## config.mk

```make
export PLATFORM = sky130hd
export DESIGN_NAME = piso_serial_tx
export DESIGN_NICKNAME = d
export VERILOG_FILES = /design/src/rtl/piso_serial_tx.sv
export SDC_FILE = /design/constraint.sdc
export NUM_CORES = 1
export LEC_CHECK = 0
export BUFFER_PORTS_ARGS = -buffer_cell sky130_fd_sc_hd__buf_2
export CELL_PAD_IN_SITES_DETAIL_PLACEMENT = 1
export CELL_PAD_IN_SITES_GLOBAL_PLACEMENT = 1
export CORE_UTILIZATION = 34
export DETAILED_ROUTE_END_ITERATION = 16
export HOLD_SLACK_MARGIN = 0.02
export PLACE_DENSITY_LB_ADDON = 0.1
export SLEW_MARGIN = 20
export SYNTH_ARGS = -nofsm -noshare
export SYNTH_HDL_FRONTEND = slang
export SYNTH_SLANG_ARGS = --single-unit
```

## constraint.sdc

```tcl
create_clock -name clk -period 1.89 [get_ports clk]
set_clock_uncertainty 0.1 [all_clocks]
set_input_delay 0.4725 -clock clk [delete_from_list [all_inputs] [get_ports clk]]
set_output_delay 0.4725 -clock clk [all_outputs]
set_load 0.01 [all_outputs]
```

## src/rtl/piso_serial_tx.sv

```systemverilog
// Parallel-in/serial-out transmitter with a valid/ready load port.
// It emits one bit per clock, with a framing strobe and an end-of-word pulse, and streams gapless words.
module piso_serial_tx #(
  parameter int WIDTH     = 8,
  parameter bit MSB_FIRST = 1'b1
) (
  input  logic             clk,
  input  logic             rst,
  input  logic [WIDTH-1:0] din,
  input  logic             load_valid,
  output logic             load_ready,
  output logic             sout,
  output logic             sframe,
  output logic             done
);

  localparam int             CW     = (WIDTH > 2) ? $clog2(WIDTH) : 1;
  localparam logic [CW-1:0]  LAST   = CW'(WIDTH - 1);
  localparam logic [CW-1:0]  PENULT = CW'(WIDTH - 2);

  typedef enum logic {
    IDLE,
    SHIFT
  } state_t;

  state_t           state;
  logic [WIDTH-1:0] sreg;
  logic [CW-1:0]    cnt;
  logic             at_last;
  logic             accept;

  function automatic logic first_out(input logic [WIDTH-1:0] w);
    return MSB_FIRST ? w[WIDTH-1] : w[0];
  endfunction

  function automatic logic [WIDTH-1:0] advance(input logic [WIDTH-1:0] w);
    return MSB_FIRST ? {w[WIDTH-2:0], 1'b0} : {1'b0, w[WIDTH-1:1]};
  endfunction

  assign at_last    = (state == SHIFT) && (cnt == LAST);
  assign load_ready = rst && ((state == IDLE) || at_last);
  assign accept     = load_valid && load_ready;

  // sout is a flop of its own, so sreg holds only the bits that have not been sent yet
  always_ff @(posedge clk or negedge rst) begin
    if (!rst) begin
      state  <= IDLE;
      sreg   <= '0;
      cnt    <= '0;
      sout   <= 1'b0;
      sframe <= 1'b0;
      done   <= 1'b0;
    end else if (accept) begin
      state  <= SHIFT;
      sreg   <= advance(din);
      cnt    <= '0;
      sout   <= first_out(din);
      sframe <= 1'b1;
      done   <= 1'b0;
    end else if ((state == SHIFT) && !at_last) begin
      sreg   <= advance(sreg);
      cnt    <= cnt + CW'(1);
      sout   <= first_out(sreg);
      sframe <= 1'b1;
      done   <= (cnt == PENULT);
    end else begin
      state  <= IDLE;
      cnt    <= '0;
      sout   <= 1'b0;
      sframe <= 1'b0;
      done   <= 1'b0;
    end
  end

endmodule
```

# Word-level counts from Yosys, hierarchy flattened

Index checks and enable logic that the tools add are counted.

Bitwise logic cells: 1
Muxes and demuxes: 12
Eq/ne operators: 3
Add/subtract/negate cells: 1
Reductions and logical operators: 7

Operator list:

| cell                                                          | number |
|---|---|
| 8-bit two-way mux                                             | 2 |
| 1-bit two-way mux                                             | 8 |
| 3-bit equality test, second input constant                    | 2 |
| 3-bit two-way mux                                             | 2 |
| 1-bit logical AND                                             | 4 |
| 3-bit by 1-bit adder with 3-bit output, second input constant | 1 |
| 2-bit != test, second input constant                          | 1 |
| 2-bit nonzero test                                            | 1 |
| 1-bit zero test                                               | 1 |
| 1-bit logical OR                                              | 1 |
| 1-bit inverter                                                | 1 |

Register bits after elaboration: 15
Output and inout bits: 4
Word-level logic and storage cells: 30

# Logic depth before layout (Yosys ltp)

Gate-level depths: netlist (run 1).

Word-level depth: 6
Mapped depth: 6

# Least setup slack after synthesis (run 1)

No wires, ideal clock.

Kind: reg-to-output
Start point: register cnt[0]
End point: output port load_ready
Slack: 25 ps
Arrival: 1,292 ps
Stages on the path, launching flop included: 5
Required time: 1,317 ps
Buffers on the path: 0
Cell sequence: dfrtp_1 > ha_1 > ha_1 > or2b_2 > and2_1

Word-level cells in the longest chain between the ends: 4

Ends and longest elaborated chain:

| item                   | RTL line | RTL |
|---|---|---|
| from (decl)            | 28       | `logic [CW-1:0] cnt;` |
| from (signal assigned) | 62       | `cnt <= cnt + CW'(1);` |
| 3-bit equality test    | 40       | `assign at_last = (state == SHIFT) && (cnt == LAST);` |
| 1-bit logical AND      | 40       |  |
| 1-bit logical OR       | 41       | `assign load_ready = rst && ((state == IDLE) \|\| at_last);` |
| 1-bit logical AND      | 41       |  |
| to (decl)              | 11       | `output logic load_ready,` |

No other way between the ends.

# Worst setup path after layout (run 1)

Start point: register cnt[1]
End point: output port load_ready

The elaborated chain is that of the path after synthesis.

==> results_dict.tcl, run 1 <==
set metrics [dict create \
    status "complete, but fails checks" \
    violations "hold timing, setup timing" \
    leakage_nw 0.4185 \
    maxSlewViolCount 0 \
    arrival_ns 1.52 \
    dr.pass1.iters 3 \
    die_h_microns 44.29 \
    crit_fanout 2 \
    critPathMaxStageDelay_ns 0.42 \
    r2r-start "cnt[1]" \
    synthTopCellsByArea "dfrtp_1, a221o_1, and2_0" \
    grt_pass1_vias 479 \
    internal_power_mw 0.8706 \
    p_comb_share_pct 46.0 \
    fin_nets 88 \
    num_antenna_cells 0 \
    yosys.area.top_type_share_pct 57.61 \
    path_buf_inv 1 \
    rrSetupSlack_ns 0.17 \
    finalSetupViolCount 1 \
    relSlewSlack_pct 79.66 \
    fin_area_sq_um 835.8 \
    route.detailed.wl_per_inst_microns 13.72 \
    multiInputGateArea_sq_um 267.8 \
    grt_max_degree 14 \
    drc 0 \
    syn_nets 62 \
    fp-row-count 14 \
    holdCritPathClass "primary input to async pin" \
    grt.total_usage_pct 16.47 \
    hold_viol 1 \
    period_share_pct 111.0 \
    start_util_pct 38.15 \
    rsz0062_at_grt "true" \
    io_pins 15 \
    root_buffer "clkbuf_4" \
    synth-seq-area-share_pct 57.61 \
    required_ns 1.32 \
    cp-start-kind "register" \
    placed_cell_area_sq_um 734.5 \
    synth_cells 48 \
    period_needed_ns 2.097 \
    startpoint "cnt[1]" \
    routed-via-count 440 \
    setup_ws_ns -0.2072 \
    die_x_microns 44.29 \
    drtAntennaViolNets 0 \
    stdcell_count 97 \
    tightest_slew_ns 0.3048 \
    crit_top_cell "ha_4" \
    worstPathCellList "ha_4 > ha_4 > or2b_4 > and2_4 > buf_6" \
    avgSynthCellArea_sq_um 12.67 \
    reg2reg_depth 7 \
    hpwl_microns 887.2 \
    area_growth_pct 37.45 \
    netlist-cell-type-count 16 \
    fin_util_pct 52.43 \
    h-tree-depth 1 \
    maxCapViolCount 0 \
    crit_cells 5 \
    cts_inserted_buffers 3 \
    ys_seq_elements 14 \
    cts_tree "done" \
    syn_area_sq_um 608.1 \
    vdd_drop_max_uv 675.3 \
    avgViaCountPerCell 4.536 \
    critPathCaptureType "output port" \
    core_sq_um 1594 \
    port_buffers 14 \
    drt_wl_total_microns 1331 \
    clock-sinks 14 \
    p_sw_share_pct 32.70 \
    ys_warn_count 0 \
    overflow 0 \
    grt_antenna_before_repair 0 \
    fillCellCount 179 \
    grt_pass1_wl_microns 2166 \
    drt_iter0_markers 1 \
    clkPwrFrac_pct 16.4 \
    clockBufferDepth 2 \
    p_per_area_nw_per_um2 1548 \
    crit_family "flip-flops" \
    dpl.cell_count 90 \
    p_seq_share_pct 37.6 \
    drive_gt1_share_pct 49.32 \
    synth.largest_area_cell "dfrtp_1" \
    fmax_mhz 476.8 \
    seqCellArea_sq_um 350.3 \
    die-area_sq_um 1962 \
    holdWs_ns -0.1130 \
    path_class "register to output port" \
    clk_pin_slew_ns 0.08 \
    insertion_delay_ns 0.28 \
    mostFrequentLayoutCells "dfrtp_1, buf_2, buf_4" \
    slowest_stage "dfrtp_1" \
    p_sw_mw 0.4231 \
    r2r_end "sreg[7]" \
    gp_congestion 0.6832 \
    layout_commonest_cell "dfrtp_1" \
]
worst max-delay path by stage:
stage,to,slack [ns]
finish,load_ready,-0.21
detailed placement,load_ready,-0.02
global placement,load_ready,-0.009
floorplan,load_ready,0.03
CTS,load_ready,-0.25
global route,load_ready,-0.26
logic make-up after synthesis:
group	count (synthesis)	synth area share (%)
AND/OR/NAND/NOR	20	20.99
AO/OA/AOI/OAI	7	11.52
adder cells (fa/ha/maj)	3	6.173
buffers and inverters	4	3.703
flip-flops	14	57.61
per-layer routing:
metal | vias to the layer above | GRT usage [%] | wire length, microns
li1 | 219 | - | -
met1 | 206 | 20.21 | 612
met2 | 13 | 25.00 | 659
met3 | 2 | 7.347 | 48
met4 | 0 | 7.273 | 10
met5 | - | 0 | 0
through the flow:
stage	setup WS (ns)	TNS, ns	total power, mW
after floorplan	0.02503	0	0.7873
after global placement	-0.008694	-0.008694	0.9353
after detailed placement	-0.01612	-0.01612	0.9492
after CTS	-0.2523	-0.2523	1.220
after global routing	-0.2609	-0.2609	1.393
final	-0.2072	-0.2072	1.294
power groups by stage:
stage          combinational (mW)  sequential, mW  clock [mW]
2_1_floorplan               0.307           0.480           0
3_3_place_gp                0.459           0.477           0
3_5_place_dp                0.471           0.478           0
4_1_cts                     0.517           0.478       0.225
5_1_grt                     0.654           0.500       0.239
6_report                    0.594           0.487       0.213
synthesized netlist by cell type:
| cell | instances |
|---|---|
| inv_1 | 3 |
| nor2_1 | 3 |
| nor2b_4 | 1 |
| and2_2 | 1 |
| buf_6 | 1 |
| ha_1 | 3 |
| and3_2 | 1 |
| a221o_1 | 6 |
| nand2_1 | 2 |
| nor2_4 | 1 |
| nand3_1 | 2 |
| dfrtp_1 | 14 |
| and2_1 | 2 |
| a22o_2 | 1 |
| or2b_2 | 1 |
| and2_0 | 6 |
cell type report:
| cell class | count | share of cell area, % |
|---|---|---|
| Tap cell | 24 | 3.593 |
| Inverter | 3 | 1.347 |
| Timing Repair Buffer | 22 | 16.77 |
| Sequential cell | 14 | 41.92 |
| Clock buffer | 4 | 4.341 |
| Multi-Input combinational cell | 30 | 32.04 |
state kept, by name (all words and copies together), names as in the netlist:
signal,count
sreg,7
cnt,3
done,1
sframe,1
sout,1
state,1
what timing repair did:
item / CTS / global route
pin swaps: 3 / 4
endpoints found under the hold margin: 1 / 1
buffers inserted: 1 / 4
endpoints found under the setup margin: 1 / 7
resized for setup: 5 / 4
Power figures use the tool's default switching activity.
==> run 2, diff against run 1 <==
--- a/config.mk
+++ b/config.mk
@@ -8,7 +8,7 @@
 export BUFFER_PORTS_ARGS = -buffer_cell sky130_fd_sc_hd__buf_2
 export CELL_PAD_IN_SITES_DETAIL_PLACEMENT = 1
 export CELL_PAD_IN_SITES_GLOBAL_PLACEMENT = 1
-export CORE_UTILIZATION = 34
+export CORE_UTILIZATION = 38
 export DETAILED_ROUTE_END_ITERATION = 16
 export HOLD_SLACK_MARGIN = 0.02
 export PLACE_DENSITY_LB_ADDON = 0.1
==> constraint.sdc (replaced) <==
create_clock -name clk -period 2.2 [get_ports clk]
set_clock_uncertainty 0.1 [all_clocks]
set_input_delay 0.55 -clock clk [delete_from_list [all_inputs] [get_ports clk]]
set_output_delay 0.55 -clock clk [all_outputs]
set_load 0.01 [all_outputs]
==> results_dict.tcl, run 2 (same netlist as run 1, synthesis figures left out) <==
set metrics [dict create \
    drc 0 \
    insertion_delay_ns 0.28 \
    fp-row-count 14 \
    placed_cell_area_sq_um 701.9 \
    drive_gt1_share_pct 45.71 \
    routed-via-count 444 \
    fmax_mhz 456.0 \
    hpwl_microns 866.3 \
    hold_viol 4 \
    grt_pass1_wl_microns 2125 \
    violations "hold timing" \
    dpl_worst_slack_ns 0.08850 \
    cts_inserted_buffers 3 \
    path_class "register to output port" \
    avgViaCountPerCell 5.163 \
    holdWs_ns -0.01264 \
    maxCapViolCount 0 \
    worstPathCellList "ha_2 > ha_4 > or2b_4 > and2_4 > buf_6" \
    layout_commonest_cell "dfrtp_1" \
    critPathCaptureType "output port" \
    die_x_microns 42 \
    period_share_pct 99.68 \
    grt_pass1_vias 472 \
    largest_reg_flops 7 \
    p_per_area_nw_per_um2 1323 \
    port_buffers 14 \
    leakage_nw 0.4016 \
    drt_wl_total_microns 1199 \
    grt.total_usage_pct 16.22 \
    area_growth_pct 29.42 \
    route.detailed.wl_per_inst_microns 13.94 \
    finalSetupViolCount 0 \
    holdCritPathClass "primary input to async pin" \
    num_antenna_cells 0 \
    top_register "sreg" \
    top_regs "sreg: 7 flops, cnt: 3 flops" \
    setup_ws_ns 0.006935 \
    maxSlewViolCount 0 \
    die-area_sq_um 1764 \
    die_h_microns 42 \
    grt_max_degree 11 \
    cts_tree "done" \
    required_ns 1.55 \
    critPathMaxStageDelay_ns 0.41 \
    drt_iter0_markers 5 \
    grt_antenna_before_repair 0 \
    power.total_mw 1.041 \
    status "complete, but fails checks" \
    slowest_stage "dfrtp_1" \
    root_buffer "clkbuf_4" \
    mostFrequentLayoutCells "dfrtp_1, buf_2, and2_0, a221o_1, buf_4" \
    h-tree-depth 1 \
    overflow 0 \
    gp_congestion 0.6473 \
    period_needed_ns 2.193 \
    vdd_drop_max_uv 604.7 \
    tightest_slew_ns 0.4443 \
    drtAntennaViolNets 0 \
    io_pins 15 \
    dr.pass1.iters 3 \
    crit_fanout 2 \
    start_util_pct 40.37 \
    core_sq_um 1506 \
    arrival_ns 1.54 \
    relSlewSlack_pct 70.27 \
    fin_area_sq_um 787.0 \
    clock-sinks 14 \
    rsz0062_at_grt "true" \
    fin_nets 85 \
    cp-start-kind "register" \
    clk_pin_slew_ns 0.09 \
    fin_setup_tns_ns 0 \
    clockBufferDepth 2 \
]
-- run 2: changes by cell type in the layout (fill, tap and decap cells not counted) --
cell,before,now
buf_4,7,5
buf_6,2,1
ha_2,0,1
ha_4,2,1
nor2_1,2,3
nor2_2,1,0
-- run 2: stage by stage --
step / utilization [%] / cells
after floorplan: - / 48
after global placement: 46.59 / 79
after detailed placement: 46.59 / 79
after CTS: 51.66 / 86
after global routing: 52.24 / 86
final: 52.24 / 86
-- run 2: worst max-delay path, delay by kind of cell, from the launching register on --
family,cells,cell delay [ns]
flops,1,0.41
simple gates,2,0.39
fa+ha+maj,2,0.36
buf+inv,1,0.11
-- run 2: path summary, 6_finish.rpt --
path | startpoint | to | slack (ns) | cells past startpoint
worst max register to register | cnt[1] | sreg[6] | 0.39 | 6
min in group clk | din[0] | sreg[1] | 0.38 | 3
worst min register to register | sreg[1] | sreg[1] | 0.40 | 2
worst max-delay path | cnt[1] | load_ready | 0.007 | 5
max in group asynchronous | rst | sreg[5] | 1.64 | 2
worst min-delay path | rst | cnt[1] | -0.01 | 1
-- run 2: timing repair --
item | CTS | global route
endpoints found under the setup margin | 1 | 1
hold endpoints to repair | 4 | 4
pin swaps | 3 | 2
buffers inserted | 3 | 0
resized for setup | 4 | 2
gates cloned | 0 | 0
-- run 2: area by class of cell --
cell class,instances,area (sq um)
Fill cell,168,719.4
Sequential cell,14,350.3
Multi-Input combinational cell,30,255.2
Timing Repair Buffer,19,113.9
Clock buffer,4,36.28
Tap cell,16,20.02
Inverter,3,11.26
-- run 2: routing by layer --
| layer | up-vias | global-route usage [%] | wire [microns] |
|---|---|---|---|
| met1 | 225 | 20.34 | 539 |
| li1 | 208 | - | - |
| met2 | 11 | 26.88 | 609 |
| met4 | 0 | 5.806 | 0 |
| met3 | 0 | 4.310 | 50 |
| met5 | - | 0 | 0 |
-- run 2: where the power goes --
part | switching, mW | internal, mW
logic | 0.204 | 0.241
registers | 0.0518 | 0.360
clock network | 0.0847 | 0.101
